### src/rtl/nibble_serial_add_sub_ctrl_pkg.sv
// rtl/nibble_serial_add_sub_ctrl_pkg.sv - shared FSM/op encodings for the nibble-serial add/sub block
package nibble_serial_add_sub_ctrl_pkg;

    // Controller states, 2-bit encoding; 2'b11 is unused and recovers to IDLE.
    typedef enum logic [1:0] {
        ST_IDLE = 2'b00,
        ST_CALC = 2'b01,
        ST_DONE = 2'b10
    } state_t;

    // Operation select encodings for the op input.
    localparam logic OP_ADD = 1'b0;
    localparam logic OP_SUB = 1'b1;

    // Two's-complement overflow: both addend sign bits equal and the sum sign differs.
    function automatic logic signed_ovf(input logic a_msb, input logic b_msb, input logic s_msb);
        return (a_msb == b_msb) && (s_msb != a_msb);
    endfunction

endpackage

### src/rtl/nibble_serial_add_sub_ctrl_adder.sv
// rtl/nibble_serial_add_sub_ctrl_adder.sv - full-adder cell and 4-bit ripple adder with carry-in
//
// full_adder         : a, b, cin -> s, cout (one-bit cell)
// four_bit_adder_cin : a[3:0], b[3:0], cin -> s[3:0], cout (ripple of four full_adder cells)

module full_adder (
    input  logic a,
    input  logic b,
    input  logic cin,
    output logic s,
    output logic cout
);
    assign s    = a ^ b ^ cin;
    assign cout = (a & b) | (a & cin) | (b & cin);
endmodule

module four_bit_adder_cin (
    input  logic [3:0] a,
    input  logic [3:0] b,
    input  logic       cin,
    output logic [3:0] s,
    output logic       cout
);
    // c[0] is the external carry-in, c[4] the carry out of bit 3.
    logic [4:0] c;

    assign c[0] = cin;

    for (genvar i = 0; i < 4; i++) begin : g_bit
        full_adder u_fa (
            .a    (a[i]),
            .b    (b[i]),
            .cin  (c[i]),
            .s    (s[i]),
            .cout (c[i+1])
        );
    end

    assign cout = c[4];
endmodule

### src/rtl/nibble_serial_add_sub_ctrl.sv
// rtl/nibble_serial_add_sub_ctrl.sv - nibble-serial W-bit add/subtract with valid/ready handshakes
//
// Parameter NIBBLES : operand width in nibbles (W = 4*NIBBLES), 1..8
// clk, rst_n        : rising-edge clock, asynchronous active-low reset
// in_valid/in_ready : request handshake carrying a, b (W bits) and op (0 add, 1 subtract)
// out_valid/out_ready : result handshake carrying result (W bits), cout, ovf
// busy              : high whenever the controller is not idle

module nibble_serial_add_sub_ctrl
    import nibble_serial_add_sub_ctrl_pkg::*;
#(
    parameter int NIBBLES = 2
) (
    input  logic                 clk,
    input  logic                 rst_n,
    input  logic                 in_valid,
    output logic                 in_ready,
    input  logic [4*NIBBLES-1:0] a,
    input  logic [4*NIBBLES-1:0] b,
    input  logic                 op,
    output logic                 out_valid,
    input  logic                 out_ready,
    output logic [4*NIBBLES-1:0] result,
    output logic                 cout,
    output logic                 ovf,
    output logic                 busy
);

    localparam int W  = 4 * NIBBLES;
    localparam int IW = (NIBBLES > 1) ? $clog2(NIBBLES) : 1;
    localparam logic [IW-1:0] LAST_IDX = IW'(NIBBLES - 1);

    state_t          state_q;
    state_t          state_d;

    logic [W-1:0]    a_q;
    logic [W-1:0]    b_q;
    logic            op_q;
    logic            carry_q;
    logic [IW-1:0]   idx_q;
    logic [W-1:0]    result_q;
    logic            cout_q;
    logic            ovf_q;

    logic [3:0]      nib_a;
    logic [3:0]      nib_b;
    logic [3:0]      nib_b_eff;
    logic [3:0]      nib_sum;
    logic            nib_co;
    logic            last_nib;

    // Select the operand nibbles addressed by the running index.
    always_comb begin
        nib_a = '0;
        nib_b = '0;
        for (int i = 0; i < NIBBLES; i++) begin
            if (idx_q == IW'(i)) begin
                nib_a = a_q[4*i +: 4];
                nib_b = b_q[4*i +: 4];
            end
        end
    end

    // Subtraction is A + ~B + 1; the +1 comes from the carry register preloaded with op.
    assign nib_b_eff = (op_q == OP_ADD) ? nib_b : ~nib_b;
    assign last_nib  = (idx_q == LAST_IDX);

    four_bit_adder_cin u_adder (
        .a    (nib_a),
        .b    (nib_b_eff),
        .cin  (carry_q),
        .s    (nib_sum),
        .cout (nib_co)
    );

    // State register.
    always_ff @(posedge clk or negedge rst_n) begin
        if (!rst_n) begin
            state_q <= ST_IDLE;
        end else begin
            state_q <= state_d;
        end
    end

    // Next-state logic.
    always_comb begin
        state_d = state_q;
        case (state_q)
            ST_IDLE: if (in_valid)  state_d = ST_CALC;
            ST_CALC: if (last_nib)  state_d = ST_DONE;
            ST_DONE: if (out_ready) state_d = ST_IDLE;
            default:                state_d = ST_IDLE;
        endcase
    end

    // Handshake outputs depend on state only, never on the partner's valid/ready.
    always_comb begin
        in_ready  = 1'b0;
        out_valid = 1'b0;
        busy      = 1'b1;
        case (state_q)
            ST_IDLE: begin
                in_ready = 1'b1;
                busy     = 1'b0;
            end
            ST_DONE: out_valid = 1'b1;
            default: ;
        endcase
    end

    // Operand capture, nibble-serial accumulation and flag registers.
    always_ff @(posedge clk or negedge rst_n) begin
        if (!rst_n) begin
            a_q      <= '0;
            b_q      <= '0;
            op_q     <= 1'b0;
            carry_q  <= 1'b0;
            idx_q    <= '0;
            result_q <= '0;
            cout_q   <= 1'b0;
            ovf_q    <= 1'b0;
        end else begin
            case (state_q)
                ST_IDLE: begin
                    if (in_valid) begin
                        a_q     <= a;
                        b_q     <= b;
                        op_q    <= op;
                        carry_q <= (op == OP_SUB);
                        idx_q   <= '0;
                    end
                end
                ST_CALC: begin
                    for (int i = 0; i < NIBBLES; i++) begin
                        if (idx_q == IW'(i)) begin
                            result_q[4*i +: 4] <= nib_sum;
                        end
                    end
                    carry_q <= nib_co;
                    if (last_nib) begin
                        idx_q  <= '0;
                        cout_q <= nib_co;
                        // nib_sum[3] is result[W-1] on the final nibble.
                        ovf_q  <= signed_ovf(a_q[W-1], nib_b_eff[3], nib_sum[3]);
                    end else begin
                        idx_q <= idx_q + 1'b1;
                    end
                end
                default: ;
            endcase
        end
    end

    assign result = result_q;
    assign cout   = cout_q;
    assign ovf    = ovf_q;

endmodule

### config.mk
export PLATFORM = sky130hd
export DESIGN_NAME = nibble_serial_add_sub_ctrl
export DESIGN_NICKNAME = d
export VERILOG_FILES = /design/src/rtl/nibble_serial_add_sub_ctrl_pkg.sv /design/src/rtl/nibble_serial_add_sub_ctrl_adder.sv /design/src/rtl/nibble_serial_add_sub_ctrl.sv
export SDC_FILE = /design/constraint.sdc
export NUM_CORES = 1
export LEC_CHECK = 0
export CAP_MARGIN = 15
export CORE_ASPECT_RATIO = 1.75
export CORE_UTILIZATION = 53
export CTS_CLUSTER_SIZE = 16
export DETAILED_ROUTE_END_ITERATION = 16
export GPL_ROUTABILITY_DRIVEN = 0
export HOLD_SLACK_MARGIN = 0.1
export PLACE_DENSITY = 0.93
export SETUP_SLACK_MARGIN = 0.3
export SYNTH_ARGS = -nofsm -noshare
export SYNTH_HDL_FRONTEND = slang
export SYNTH_SLANG_ARGS = --single-unit
### constraint.sdc
create_clock -name clk -period 7.8 [get_ports clk]
set_clock_uncertainty 0.15 [all_clocks]
set_input_delay 1.56 -clock clk [delete_from_list [all_inputs] [get_ports clk]]
set_output_delay 1.56 -clock clk [all_outputs]
set_load 0.05 [all_outputs]
==> metrics, run 1 <==
Layout area overhead 29.83%; fin crit share 44.45%; Root Buffer clkbuf_8; number of vias per cell 5.353; Post-Syn Nets 134; Final Slew Violations 0; number of buffers created by CTS 5; Clock transition at path regs 0.06 ns; initial antenna violation count 0; CP bufs+invs 2; HP Class reg -> reg; Hold Buf Count CTS 0; die area 3009 um2; RSZ-0062 raised after global routing no; Setup WS pre-CTS 4.544 ns; relative slew slack 66.56%; CTS resizes 0; Worst path slowest cell clkdlybuf4s50_1; Max clock buf depth 2; Worst path max stage delay 0.82 ns; number of buffers added for setup after CTS 0; clock sink count 31; drt total wl 2820 um; Seq/Total Area, Yosys 52.54%; CP endpoint kind primary output; die height 71.82 um; minimum clock period 3.467 ns; chip width 41.90 um; Top Ports 34; H-tree levels 2; PortBufs 33; setup ws final 4.333 ns; yosys warns 0; nets@finish 170; Detailed Place HPWL 2144 um; initial DRC count 15; # diodes 0; #FFs+latches synth 31; fmax 0.2884 GHz; Post-Syn Area 1476 um2; Setup TNS Final 0 ns; Cell Chain, Critical Path nor2_2 -> inv_2 -> clkdlybuf4s50_1; final routed DRC violation total 0; MaxCap Viol Count 0; Final Hold Vio Count 0; Final ANT Viol Nets 0; cell family with most CP delay buffers and inverters; # setup viols final 0; core box area 2659 um2; CTS tree yes; status finished clean; Critical Setup Path Class reg -> out; worst-path maximum fanout 6; r2r setup slk 4.52 ns; crit start category flip-flop; GRT Util Overall 22.43%; Post-Synthesis Cells 109; largest net degree at the start of global routing 32; global route total overflow 0; worst slew pin tran 0.5001 ns; critical path required time 6.09 ns; clk_lat worst skew 0.29 ns; 1st-pass router iterations 4; vias in the first global route 1069; row count 25; Arr. time, crit path 1.76 ns; Initial Util 55.53%; Synth Area per Inst 13.55 um2; Routed wire per std cell 16.30 um; layout cells sized above 1 23.29%; DR vias 926; post-synth cell types 24; global-route wire length before repair 4774 um
sequential cells by signal, indices dropped and copies added (netlist names):
signal	cells
ovf	1
state_q	2
result	8
op_q	1
b_q	8
cout	1
carry_q	1
a_q	8
idx_q	1
worst paths after layout:
kind	startpoint	endpoint	cells after the start
worst max-delay path	state_q[1]$_DFFE_PN0P_	busy	3
worst min-delay path	result[5]$_DFFE_PN0P_	result[5]$_DFFE_PN0P_	2
worst max register to register	idx_q$_DFFE_PN0P_	ovf$_DFFE_PN0P_	11
worst min register to register	result[5]$_DFFE_PN0P_	result[5]$_DFFE_PN0P_	2
max in group asynchronous	rst_n	b_q[2]$_DFFE_PN0P_	2
min in group asynchronous	rst_n	state_q[1]$_DFFE_PN0P_	2
synth_stat cells, drive strengths merged:
cell     n  area share (%)
a211o    1            0.59
a21oi    1            0.34
a22oi    1            0.51
and4bb   1            0.85
buf      4             1.8
clkbuf   1            0.34
dfrtp   31              53
fa       4             5.4
inv      6             1.5
mux2    22              20
mux2i    6             4.1
nand2    9             2.3
nand2b   2            0.85
nor2     4             2.3
nor2b    1            0.59
nor4     1            0.42
o21ai   10             3.4
xnor2    2             1.2
xor2     2             1.2
worst min-delay path: cells and delay by family (launching register included):
kind / cells / cell delay, ns
flip-flops: 1 / 0.34
AND/OR/NAND/NOR: 1 / 0.04
AO/OA/AOI/OAI: 1 / 0.06
cell type report:
class                           count  area [um2]
Sequential cell                    31       775.7
Fill cell                         168       742.0
Multi-Input combinational cell     67       646.9
Timing Repair Buffer               34       337.8
Clock buffer                        8       100.1
Tap cell                           27       33.78
Inverter                            6       22.52
cell usage in the layout, fill, tap and decap left out, types with 2 or more instances in the layout:
master            n
clkdlybuf4s50_1  33
dfrtp_1          31
mux2_4           12
mux2_2           10
o21ai_0          10
nand2_1           9
clkbuf_8          7
mux2i_1           6
inv_1             5
fa_1              4
xor2_1            2
xnor2_1           2
nor2_1            2
nand2b_1          2
layer usage:
| metal | global-route usage [%] | up-vias | routed length (um) |
|---|---|---|---|
| li1 | - | 437 | - |
| met1 | 20.07 | 455 | 953 |
| met2 | 41.32 | 26 | 1695 |
| met3 | 7.053 | 8 | 89 |
| met4 | 14.70 | 0 | 80 |
| met5 | 0 | - | 0 |
metrics by stage:
step                      cell area (um2)  std cells  hold WS [ns]  utilization (%)
final                                1917        173        0.3260            72.09
after global placement               1817        165        0.3103            68.33
after global routing                 1917        173        0.3494            72.09
after CTS                            1917        173        0.3336            72.09
after detailed placement             1817        165        0.3197            68.33
after floorplan                      1476        109        0.3249                -
logic make-up after synthesis:
family                   Yosys count  synth area share, %
AO/OA/AOI/OAI                     13                4.831
XOR/XNOR                           4                2.373
adder cells (fa/ha/maj)            4                5.424
buffers and inverters             11                3.643
flip-flops                        31                52.54
multiplexers                      28                23.90
AND/OR/NAND/NOR                   18                7.289
Power of run 1 is not shown: default switching activity piles up to over one toggle a cycle in this logic, so the estimate is an artifact.
==> run 2, diff against run 1 <==
- CORE_UTILIZATION: 53 -> 49
- PLACE_DENSITY: 0.93 -> 0.87
- clock period: 7.8 -> 3.4 ns (I/O delays scaled with it)
==> metrics, run 2 (synthesized netlist as in run 1, its figures left out) <==
global route total overflow 0; r2r setup slk 0.38 ns; chip width 43.50 um; 1st-pass router iterations 11; Layout area overhead 29.58%; H-tree levels 2; MaxCap Viol Count 0; Hold Crit Endpoint result[3]$_DFFE_PN0P_; Worst Hold Launch result[3]$_DFFE_PN0P_; CTS tree yes; crit start category flip-flop; status complete, but fails checks; PortBufs 33; Setup TNS Final 0 ns; Root Buffer clkbuf_8; Hold Path Stages 2; layout cells sized above 1 26.21%; number of vias per cell 5.399; R2R cell count 11; DR vias 934; global-route wire length before repair 4050 um; Detailed Place HPWL 1956 um; Max clock buf depth 2; core box area 2895 um2; HP Class reg -> reg; Final ANT Viol Nets 0; initial antenna violation count 0; worst-path maximum fanout 8; GRT Util Overall 17.55%; fin crit share 88.71%; # setup viols final 0; clock sink count 31; Critical Setup Path Class reg -> reg; die height 74.62 um; row count 26; Hold Buf Count CTS 0; fmax 0.3316 GHz; initial DRC count 27; largest net degree at the start of global routing 32; commonest cells after routing, fill and taps aside clkdlybuf4s50_1, dfrtp_1, mux2_4, mux2_2, o21ai_0; relative slew slack 66.17%; die area 3245 um2; number of buffers added for setup after CTS 0; Arr. time, crit path 3.08 ns; Clock transition at path regs 0.06 ns; final routed DRC violation total 8; reg2reg end ovf$_DFFE_PN0P_; critical path required time 3.46 ns; # diodes 0; Final Hold Vio Count 0; RSZ-0062 raised after global routing no; filler cell count 213; number of buffers created by CTS 5; worst slew pin tran 0.5059 ns; Final Slew Violations 0; CP endpoint kind flip-flop; CTS resizes 0; drt total wl 2456 um; Initial Util 50.99%; FF-to-FF Start idx_q$_DFFE_PN0P_; failing checks DRC; Top Ports 34; most common cell after layout, fill and taps aside clkdlybuf4s50_1; vias in the first global route 939; minimum clock period 3.016 ns; clk_lat worst skew 0.27 ns; Routed wire per std cell 14.20 um; nets@finish 171
## run 2: changes by cell type in the layout (fill, tap and decap cells not counted), moves of 2 or more
cell      change
fa_1          -2
fa_2          +2
inv_2         +2
clkbuf_8      -2
inv_1         -2
## run 2: metal layers
| metal | global-route usage, % | routed length (um) | up-vias |
|---|---|---|---|
| met3 | 5.755 | 108 | 5 |
| li1 | - | - | 437 |
| met4 | 6.250 | 30 | 0 |
| met5 | 0 | 0 | - |
| met1 | 17.15 | 850 | 462 |
| met2 | 33.50 | 1466 | 30 |
## run 2: critical path, cell delays in order, from the launching register on
cell and delay [ns]:
dfrtp_1 0.40, buf_6 0.16, mux2_2 0.36, fa_2 0.33, inv_1 0.07, fa_1 0.18
fa_2 0.20, inv_2 0.04, fa_1 0.57, inv_2 0.06, nor4_2 0.28, a211o_1 0.15
## run 2: worst max path at each step
stage / startpoint / endpoint / slack [ns] / cells past startpoint
3_3_place_gp: idx_q$_DFFE_PN0P_ / ovf$_DFFE_PN0P_ / 0.49 / 11
5_1_grt: idx_q$_DFFE_PN0P_ / ovf$_DFFE_PN0P_ / 0.29 / 11
4_1_cts: idx_q$_DFFE_PN0P_ / ovf$_DFFE_PN0P_ / 0.37 / 11
3_5_place_dp: idx_q$_DFFE_PN0P_ / ovf$_DFFE_PN0P_ / 0.37 / 11
6_report: idx_q$_DFFE_PN0P_ / ovf$_DFFE_PN0P_ / 0.38 / 11
2_1_floorplan: idx_q$_DFFE_PN0P_ / ovf$_DFFE_PN0P_ / 0.40 / 12
## run 2: final cells by class
type | count | area [um2] | area share [%]
inverters | 6 | 22.52 | 1.177
flip-flops and latches | 31 | 775.7 | 40.55
well taps | 28 | 35.03 | 1.831
repair buffers | 35 | 349.1 | 18.25
multi-input cells | 67 | 658.1 | 34.40
clock buffers | 6 | 72.57 | 3.793
## run 2: stage by stage
stage               instance area (um2)  cells  hold slack [ns]  worst slack [ns]  util [%]
detailed placement                 1826    167           0.3257            0.3715     63.05
CTS                                1898    173           0.3388            0.3709     65.56
finish                             1913    173           0.3325            0.3840     66.08
floorplan                          1476    109           0.2344            0.3966         -
global route                       1913    173           0.3573            0.2936     66.08
global placement                   1826    167           0.3095            0.4887     63.05
Power of run 2 is left out for the same reason.
